==> config.mk <==
export PLATFORM = sky130hd
export DESIGN_NAME = lap_timer_core
export DESIGN_NICKNAME = d
export VERILOG_FILES = /design/src/rtl/lap_timer_core.sv
export SDC_FILE = /design/constraint.sdc
export NUM_CORES = 1
export LEC_CHECK = 0
export ABC_AREA = 1
export CAP_MARGIN = 20
export CORE_MARGIN = 2
export CORE_UTILIZATION = 40
export CTS_BUF_LIST = sky130_fd_sc_hd__clkbuf_2
export DETAILED_ROUTE_END_ITERATION = 8
export PLACE_DENSITY = 0.7
export SLEW_MARGIN = 20
export SYNTH_ARGS = -nofsm -noshare
export SYNTH_HDL_FRONTEND = slang
export SYNTH_SLANG_ARGS = --single-unit
==> constraint.sdc <==
create_clock -name clk -period 3.42 [get_ports clk]
set_input_delay 0.684 -clock clk [delete_from_list [all_inputs] [get_ports clk]]
set_output_delay 0.684 -clock clk [all_outputs]
set_load 0.01 [all_outputs]
==> src/rtl/lap_timer_core.sv <==
// Stopwatch / countdown core with a lap-snapshot FIFO and a one-cycle done pulse.
// Time fields are plain binary and feed the display controller unchanged.
module lap_timer_core #(
    parameter int TICK_DIV  = 1_000_000,
    parameter int HOUR_W    = 5,
    parameter int HOUR_MAX  = 24,
    parameter int LAP_DEPTH = 4
) (
    input  logic                          clk,
    input  logic                          reset,
    input  logic                          i_mode,
    input  logic                          i_run_stop,
    input  logic                          i_clear,
    input  logic                          i_load,
    input  logic [5:0]                    i_set_sec,
    input  logic [5:0]                    i_set_min,
    input  logic [HOUR_W-1:0]             i_set_hour,
    input  logic                          i_lap,
    input  logic                          i_lap_rd,
    output logic [6:0]                    msec,
    output logic [5:0]                    sec,
    output logic [5:0]                    min,
    output logic [HOUR_W-1:0]             hour,
    output logic                          o_running,
    output logic                          o_done,
    output logic [6:0]                    o_lap_msec,
    output logic [5:0]                    o_lap_sec,
    output logic [5:0]                    o_lap_min,
    output logic [HOUR_W-1:0]             o_lap_hour,
    output logic [$clog2(LAP_DEPTH):0]    o_lap_cnt,
    output logic                          o_lap_ovf
);

    localparam int DIV_W  = $clog2(TICK_DIV);
    localparam int PTR_W  = $clog2(LAP_DEPTH);
    localparam int CNT_W  = PTR_W + 1;
    localparam int SNAP_W = 7 + 6 + 6 + HOUR_W;

    localparam logic [DIV_W-1:0]  DIV_LAST  = DIV_W'(TICK_DIV - 1);
    localparam logic [DIV_W-1:0]  DIV_ONE   = DIV_W'(1);
    localparam logic [HOUR_W-1:0] HOUR_LAST = HOUR_W'(HOUR_MAX - 1);
    localparam logic [HOUR_W-1:0] HOUR_ONE  = HOUR_W'(1);
    localparam logic [PTR_W-1:0]  PTR_ONE   = PTR_W'(1);
    localparam logic [CNT_W-1:0]  CNT_ONE   = CNT_W'(1);
    localparam logic [CNT_W-1:0]  CNT_FULL  = CNT_W'(LAP_DEPTH);

    typedef enum logic [1:0] {
        S_IDLE  = 2'd0,
        S_RUN   = 2'd1,
        S_PAUSE = 2'd2,
        S_DONE  = 2'd3
    } state_t;

    function automatic logic [5:0] sat_59(input logic [5:0] v);
        return (v > 6'd59) ? 6'd59 : v;
    endfunction

    function automatic logic [HOUR_W-1:0] sat_hour(input logic [HOUR_W-1:0] v);
        return (v > HOUR_LAST) ? HOUR_LAST : v;
    endfunction

    state_t              state, state_n;
    logic                mode_q;
    logic [DIV_W-1:0]    div_q;
    logic                done_q;

    logic                time_zero, time_one;
    logic                load_ok, rs_ok, run_adv, tick, down_hit;
    logic [6:0]          msec_n;
    logic [5:0]          sec_n, min_n;
    logic [HOUR_W-1:0]   hour_n;

    logic [SNAP_W-1:0]   lap_mem [LAP_DEPTH];
    logic [PTR_W-1:0]    wr_ptr, rd_ptr;
    logic [CNT_W-1:0]    lap_cnt;
    logic                lap_ovf;
    logic                lap_push, pop, push_ok, ovf_set;
    logic [SNAP_W-1:0]   snap, head;

    // Control decode: clear > load > run_stop > tick/lap
    assign time_zero = (msec == 7'd0) && (sec == 6'd0) && (min == 6'd0) && (hour == '0);
    assign time_one  = (msec == 7'd1) && (sec == 6'd0) && (min == 6'd0) && (hour == '0);

    assign load_ok = i_load && !i_clear && (state != S_RUN);
    assign rs_ok   = i_run_stop && !i_clear && !load_ok &&
                     ((state == S_RUN) || (state == S_PAUSE) ||
                      ((state == S_IDLE) && !(i_mode && time_zero)));
    assign run_adv  = (state == S_RUN) && !i_clear && !rs_ok;
    assign tick     = run_adv && (div_q == DIV_LAST);
    assign down_hit = tick && mode_q && (time_one || time_zero);

    always_ff @(posedge clk) begin
        if (reset) begin
            state <= S_IDLE;
        end else begin
            state <= state_n;
        end
    end

    always_comb begin
        state_n = state;
        if (i_clear || load_ok) begin
            state_n = S_IDLE;
        end else if (rs_ok) begin
            case (state)
                S_IDLE:  state_n = S_RUN;
                S_RUN:   state_n = S_PAUSE;
                S_PAUSE: state_n = S_RUN;
                default: state_n = state;
            endcase
        end else if (down_hit) begin
            state_n = S_DONE;
        end
    end

    always_ff @(posedge clk) begin
        if (reset) begin
            mode_q <= 1'b0;
            done_q <= 1'b0;
        end else begin
            if (state == S_IDLE) begin
                mode_q <= i_mode;
            end
            done_q <= down_hit;
        end
    end

    // Carry chain for count-up, borrow chain for count-down; holds at zero when counting down
    always_comb begin
        msec_n = msec;
        sec_n  = sec;
        min_n  = min;
        hour_n = hour;
        if (tick && !mode_q) begin
            if (msec == 7'd99) begin
                msec_n = 7'd0;
                if (sec == 6'd59) begin
                    sec_n = 6'd0;
                    if (min == 6'd59) begin
                        min_n  = 6'd0;
                        hour_n = (hour == HOUR_LAST) ? '0 : hour + HOUR_ONE;
                    end else begin
                        min_n = min + 6'd1;
                    end
                end else begin
                    sec_n = sec + 6'd1;
                end
            end else begin
                msec_n = msec + 7'd1;
            end
        end else if (tick && mode_q && !time_zero) begin
            if (msec == 7'd0) begin
                msec_n = 7'd99;
                if (sec == 6'd0) begin
                    sec_n = 6'd59;
                    if (min == 6'd0) begin
                        min_n  = 6'd59;
                        hour_n = hour - HOUR_ONE;
                    end else begin
                        min_n = min - 6'd1;
                    end
                end else begin
                    sec_n = sec - 6'd1;
                end
            end else begin
                msec_n = msec - 7'd1;
            end
        end
    end

    always_ff @(posedge clk) begin
        if (reset || i_clear) begin
            msec  <= '0;
            sec   <= '0;
            min   <= '0;
            hour  <= '0;
            div_q <= '0;
        end else if (load_ok) begin
            msec  <= '0;
            sec   <= sat_59(i_set_sec);
            min   <= sat_59(i_set_min);
            hour  <= sat_hour(i_set_hour);
            div_q <= '0;
        end else if (run_adv) begin
            div_q <= tick ? '0 : div_q + DIV_ONE;
            msec  <= msec_n;
            sec   <= sec_n;
            min   <= min_n;
            hour  <= hour_n;
        end
    end

    // Lap FIFO: snapshot is the pre-tick time; a pop in the same cycle frees room for a push
    assign snap     = {msec, sec, min, hour};
    assign lap_push = run_adv && i_lap;
    assign pop      = i_lap_rd && !i_clear && (lap_cnt != '0);
    assign push_ok  = lap_push && ((lap_cnt != CNT_FULL) || pop);
    assign ovf_set  = lap_push && !push_ok;

    always_ff @(posedge clk) begin
        if (reset || i_clear) begin
            wr_ptr  <= '0;
            rd_ptr  <= '0;
            lap_cnt <= '0;
            lap_ovf <= 1'b0;
        end else begin
            if (push_ok) begin
                wr_ptr <= wr_ptr + PTR_ONE;
            end
            if (pop) begin
                rd_ptr <= rd_ptr + PTR_ONE;
            end
            if (push_ok && !pop) begin
                lap_cnt <= lap_cnt + CNT_ONE;
            end else if (!push_ok && pop) begin
                lap_cnt <= lap_cnt - CNT_ONE;
            end
            if (ovf_set) begin
                lap_ovf <= 1'b1;
            end
        end
    end

    always_ff @(posedge clk) begin
        if (push_ok) begin
            lap_mem[wr_ptr] <= snap;
        end
    end

    assign head = (lap_cnt == '0) ? '0 : lap_mem[rd_ptr];

    assign o_lap_msec = head[SNAP_W-1 -: 7];
    assign o_lap_sec  = head[SNAP_W-8 -: 6];
    assign o_lap_min  = head[SNAP_W-14 -: 6];
    assign o_lap_hour = head[HOUR_W-1:0];
    assign o_lap_cnt  = lap_cnt;
    assign o_lap_ovf  = lap_ovf;
    assign o_running  = (state == S_RUN);
    assign o_done     = done_q;

endmodule

After elaboration in Yosys (flattened, before gate mapping)
Memory sizes are Yosys's and may differ from the RTL's. A register that Yosys moved wholly into a read port is not among the register bits.
Cells that the tools add are included.
{ "classes": {"n_mux": 47, "n_reduce_logical": 64, "n_eq_ne": 14, "addsub": 13, "magnitude_cmp": 3} }
{ "op_table": {"columns": ["op", "n"], "rows": [
  ["6-bit 2-to-1 mux", 20],
  ["5-bit 2-to-1 mux", 12],
  ["7-bit 2-to-1 mux", 4],
  ["1-bit logical AND", 27],
  ["24-bit 2-to-1 mux", 1],
  ["20-bit by 1-bit adder with 20-bit output (second input constant)", 1],
  ["20-bit == test (second input constant)", 1],
  ["20-bit 2-to-1 mux", 1],
  ["3-bit nonzero test", 5],
  ["6-bit by 1-bit adder with 6-bit output (second input constant)", 2],
  ["6-bit == test (second input constant)", 2],
  ["6-bit > comparator (second input constant)", 2],
  ["6-bit logical NOT", 2],
  ["6-bit by 1-bit subtractor with 6-bit output (second input constant)", 2],
  ["3-bit by 2-bit != test with 1-bit output (second input constant)", 3],
  ["1-bit logical NOT", 8],
  ["2-bit 2-to-1 mux", 4],
  ["8-bit AND reduction", 1],
  ["2-bit nonzero test", 4],
  ["7-bit by 1-bit adder with 7-bit output (second input constant)", 1],
  ["7-bit by 1-bit == test with 1-bit output (second input constant)", 1],
  ["7-bit == test (second input constant)", 1],
  ["7-bit logical NOT", 1],
  ["7-bit by 1-bit subtractor with 7-bit output (second input constant)", 1],
  ["other kinds (22)", 34]
]} }
{ "totals": {"out_inout_bits": 54, "reg_bits": 56, "ramBits": 96, "inputBits": 25, "mem_count": 1, "wordCells": 154} }
{ "mem_list": {"columns": ["memory", "depth", "word_bits", "read_ports", "rd_ports_with_merged_regs", "write_ports", "line_no", "source"], "rows": [
  ["lap_mem", 4, 24, 1, 1, 1, "73", "logic [SNAP_W-1:0] lap_mem [LAP_DEPTH];"]
]} }

Logic depth before layout (Yosys ltp)
{ "logic_depth": {"ltp_word": 18, "ltp_mapped": 22, "depth_no_buf": 22} }

Least setup slack after synthesis
No wires, ideal clock.
{ "synth_timing": {"path_kind": "flip-flop to flip-flop", "from": "reg msec[0]", "to": "mem lap_mem[0][0] (netlist name), enable pin", "stages_incl_launch_ff": 15, "required_ns": 3.015, "synth_period_minus_slack_ns": 3.266, "setup_time_ns": 0.405, "arrival_ns": 2.861, "n_path_buf": 0, "path_slack_ns": 0.154, "path_cell_list": "dfxtp_1 -> inv_1 -> ha_1 -> inv_1 -> nor2_2 -> nand2_2 -> nor2_2 -> nand2_1 -> nand2_1 -> nand2_2 -> nand2_4 -> nand2_2 -> inv_2 -> nand3_1 -> nor2_1"} }
{ "synth_via": {"elab_chain_cells": 15} }
{ "synth_rtl": {"columns": ["element", "line_no", "source"], "rows": [
  ["from (decl)", "20", "output logic [6:0] msec,"],
  ["from (signal assigned)", "186", "msec <= msec_n;"],
  ["7-bit logical NOT", "81", "assign time_zero = (msec == 7'd0) && (sec == 6'd0) && (min == 6'd0) && (hour == '0);"],
  ["1-bit logical AND (3 in series)", "81", null],
  ["1-bit logical AND", "87", "((state == S_IDLE) && !(i_mode && time_zero)));"],
  ["1-bit logical NOT", "87", null],
  ["1-bit logical AND", "87", null],
  ["1-bit logical OR", "86", "((state == S_RUN) || (state == S_PAUSE) ||"],
  ["1-bit logical AND", "85", "assign rs_ok = i_run_stop && !i_clear && !load_ok &&"],
  ["1-bit logical NOT", "88", "assign run_adv = (state == S_RUN) && !i_clear && !rs_ok;"],
  ["1-bit logical AND", "88", null],
  ["1-bit logical AND", "195", "assign lap_push = run_adv && i_lap;"],
  ["1-bit logical AND", "197", "assign push_ok = lap_push && ((lap_cnt != CNT_FULL) || pop);"],
  ["1-bit 2-to-1 mux", "225", "if (push_ok) begin"],
  ["1-bit 2-to-1 mux (implied by the code)", "226", "lap_mem[wr_ptr] <= snap;"],
  ["to (decl)", "73", null]
]} }
No other way between the ends.

==> metrics.cfg <==
[timing]
tns_ns=0
hold_violations=0
final_max_slew_viol_count=0
period_share_pct=94.8
setup_violations=0
worst_hold_slack_ns=0.471
skew_ns=0.0346
rsz0062_at_grt=no
slew_headroom_pct=61.0
post-route-min-period_ns=3.24
max_freq_mhz=309
worst_slew_pin_slew_ns=0.585

[power]
ir_worst_vdd_mv=0.240
power.leakage_nw=3.55
powerDensity_mw_per_mm2=344

[critical_path]
crit_required_ns=2.74
path_max_fanout=48
critPathKind=reg -> out
arrival_ns=2.56
endpoint_kind=output pin
crit_path_start_kind=register

[yosys]
synthArstFlopShare_pct=0
syn_area_mm2=0.00804
yosys-top-cells-area=edfxtp_1 (36%), dfxtp_1 (14%), nor2_1 (8.8%)
syn_inst=950
synth.top_cell.area_share_pct=35.8
synth_warnings=0
yosys.area.top_type=edfxtp_1
synth-edff-count=96
synthFlopType=edfxtp_1
synth_nets=999
ys_types=43
seq_area_frac_synth_pct=50.3
ys_ff_latch=154
syn_avg_cell_area_um2=8.46

[layout]
postLayoutCellArea_mm2=0.00955
drive_above_1_share_pct=10.2
final_util_pct=48.8
area_growth_syn_to_layout_pct=18.8
fin_nets=1101
fillers=1857
fin_cells=1331

[placement]
dp_hpwl_um=13700
io_buffers=78
gp_congestion=0.894
dp.cells=1291
placed_cell_area_mm2=0.00925

[status]
status=completed

[clock_tree]
cts_max_path_buffers=2
cts_inserted_buffers=17
clkTransAtPathRegs_ns=0.24
cts_tree=done
root_buffer=clkbuf_2
cts_hold_buf=0
numClockSinks=154
htreeDepth=4
insertion_delay_ns=0.75

[global_route]
antenna_found_initial=1
grt_pass1_vias=6137
grt_pass1_wl_um=31300
grt_overflow=0
grt_max_degree=49
grt_usage_pct=18.4

[floorplanning]
die_w_um=146
dieArea_mm2=0.0213
io_pins=79
core_mm2=0.0196
rows=51
die_y_um=146
start_util_pct=41.0

[detailed_routing]
drt-pass1-iter-count=5
drc_errors=0
postRouteAntennaNets=0
wl_per_cell_um=14.8
num_vias=6698
viasPerCell=5.03
drt-initial-drc-count=519
postRouteWirelength_um=19700

[run]
drv_cap=0

[worst_hold_path]
min_path_type=reg -> reg

==> area by class of cell <==
type	instances	area (µm²)	share of cell area, %
diodes	1	2.50	0.0262
clock buffers	17	85.1	0.891
clock inverters	15	153	1.60
inverters	96	368	3.85
multi-input cells	669	3500	36.7
flip-flops and latches	154	4050	42.4
well taps	265	332	3.47
repair buffers	113	1060	11.1
repair inverters	1	7.51	0.0786
==> synthesized netlist by cell type (6+ instances only) <==
master    count
xor2_1       24
nand2_1     122
a21oi_1      64
inv_2         7
clkbuf_1     16
edfxtp_1     96
buf_1         6
nor2_4        6
nand3_1      53
nor3_1       23
nand4_1      17
o211ai_1      9
nor2_1      189
inv_1        88
o21ai_0      92
ha_1         23
dfxtp_1      58
==> metal layers <==
layer	wire [µm]	share of wire, %	track usage, %
met1	8970	46	24.7
met2	9380	48	30.6
met3	1080	5.5	3.61
met4	228	1.2	4.95
met5	0	0	0
==> where the power goes <==
| part | switching [mW] | leakage, nW | total (mW) | internal, mW |
|---|---|---|---|---|
| Clock | 0.771 | 0.142 | 1.01 | 0.237 |
| Sequential | 0.0164 | 1.32 | 1.99 | 1.97 |
| Combinational | 0.168 | 2.09 | 0.286 | 0.118 |
| Total | 0.956 | 3.55 | 3.28 | 2.33 |
==> flip-flops by register name (all words and copies together) (netlist names), named ones only <==
| signal | flops |
|---|---|
| lap_mem | 96 |
| div_q | 20 |
| msec | 7 |
| min | 6 |
| sec | 6 |
| hour | 5 |
| o_lap_cnt | 3 |
| rd_ptr | 2 |
| state | 2 |
| wr_ptr | 2 |
| mode_q | 1 |
| o_done | 1 |
| o_lap_ovf | 1 |
==> layout by cell type (no fill, tap or decap), types with 7 or more instances in the layout <==
| cell | synthesis | layout |
|---|---|---|
| nand2_1 | 122 | 121 |
| nor3_1 | 23 | 23 |
| clkbuf_2 | 0 | 17 |
| inv_2 | 7 | 7 |
| clkdlybuf4s50_1 | 0 | 78 |
| nand4_1 | 17 | 17 |
| dfxtp_1 | 58 | 55 |
| nor2_1 | 189 | 185 |
| edfxtp_1 | 96 | 96 |
| inv_1 | 88 | 86 |
| o211ai_1 | 9 | 9 |
| a21oi_1 | 64 | 64 |
| buf_4 | 1 | 34 |
| o21ai_0 | 92 | 92 |
| nand3_1 | 53 | 53 |
| ha_1 | 23 | 23 |
| xor2_1 | 24 | 24 |
==> path summary, 6_finish.rpt <==
path / cells after the start / slack (ns) / to / from
setup reg to reg: 20 / 0.55 / o_lap_cnt[2] / min[0]
hold reg to reg: 2 / 0.47 / register / rd_ptr[1]
setup / recovery: 5 / 0.18 / o_lap_hour[1] / register
hold / removal: 2 / 0.47 / register / rd_ptr[1]
==> worst max-delay path: stages (launching register included) <==
cell	delay, ns
dfxtp_1	0.37
inv_1	0.05
buf_4	0.37
o21ai_0	0.15
a21oi_1	0.29
clkdlybuf4s50_1	0.60
==> through the flow <==
step	total power, mW	setup WS, ns
2_1_floorplan	2.21	0.154
3_3_place_gp	2.31	0.500
3_5_place_dp	2.31	0.410
4_1_cts	3.31	0.0291
5_1_grt	3.42	0.0127
6_report	3.28	0.179
==> what timing repair did <==
action | in CTS | in global routing
buffers inserted | 2 | 4
resized for setup | 2 | 5
cloned | 0 | 1
endpoints found under the setup margin | 6 | 22
==> cell families (layout without fill, tap and decap cells) <==
group,Yosys count,count (layout),share of synthesized area [%]
other cells,0,1,0
simple gates,437,437,24.6
xor+xnor,29,29,3.16
compound gates,179,179,11.8
flops,154,154,50.3
fa+ha+maj,24,24,3.83
buf+inv,127,242,6.33
Power figures use the tool's default switching activity.
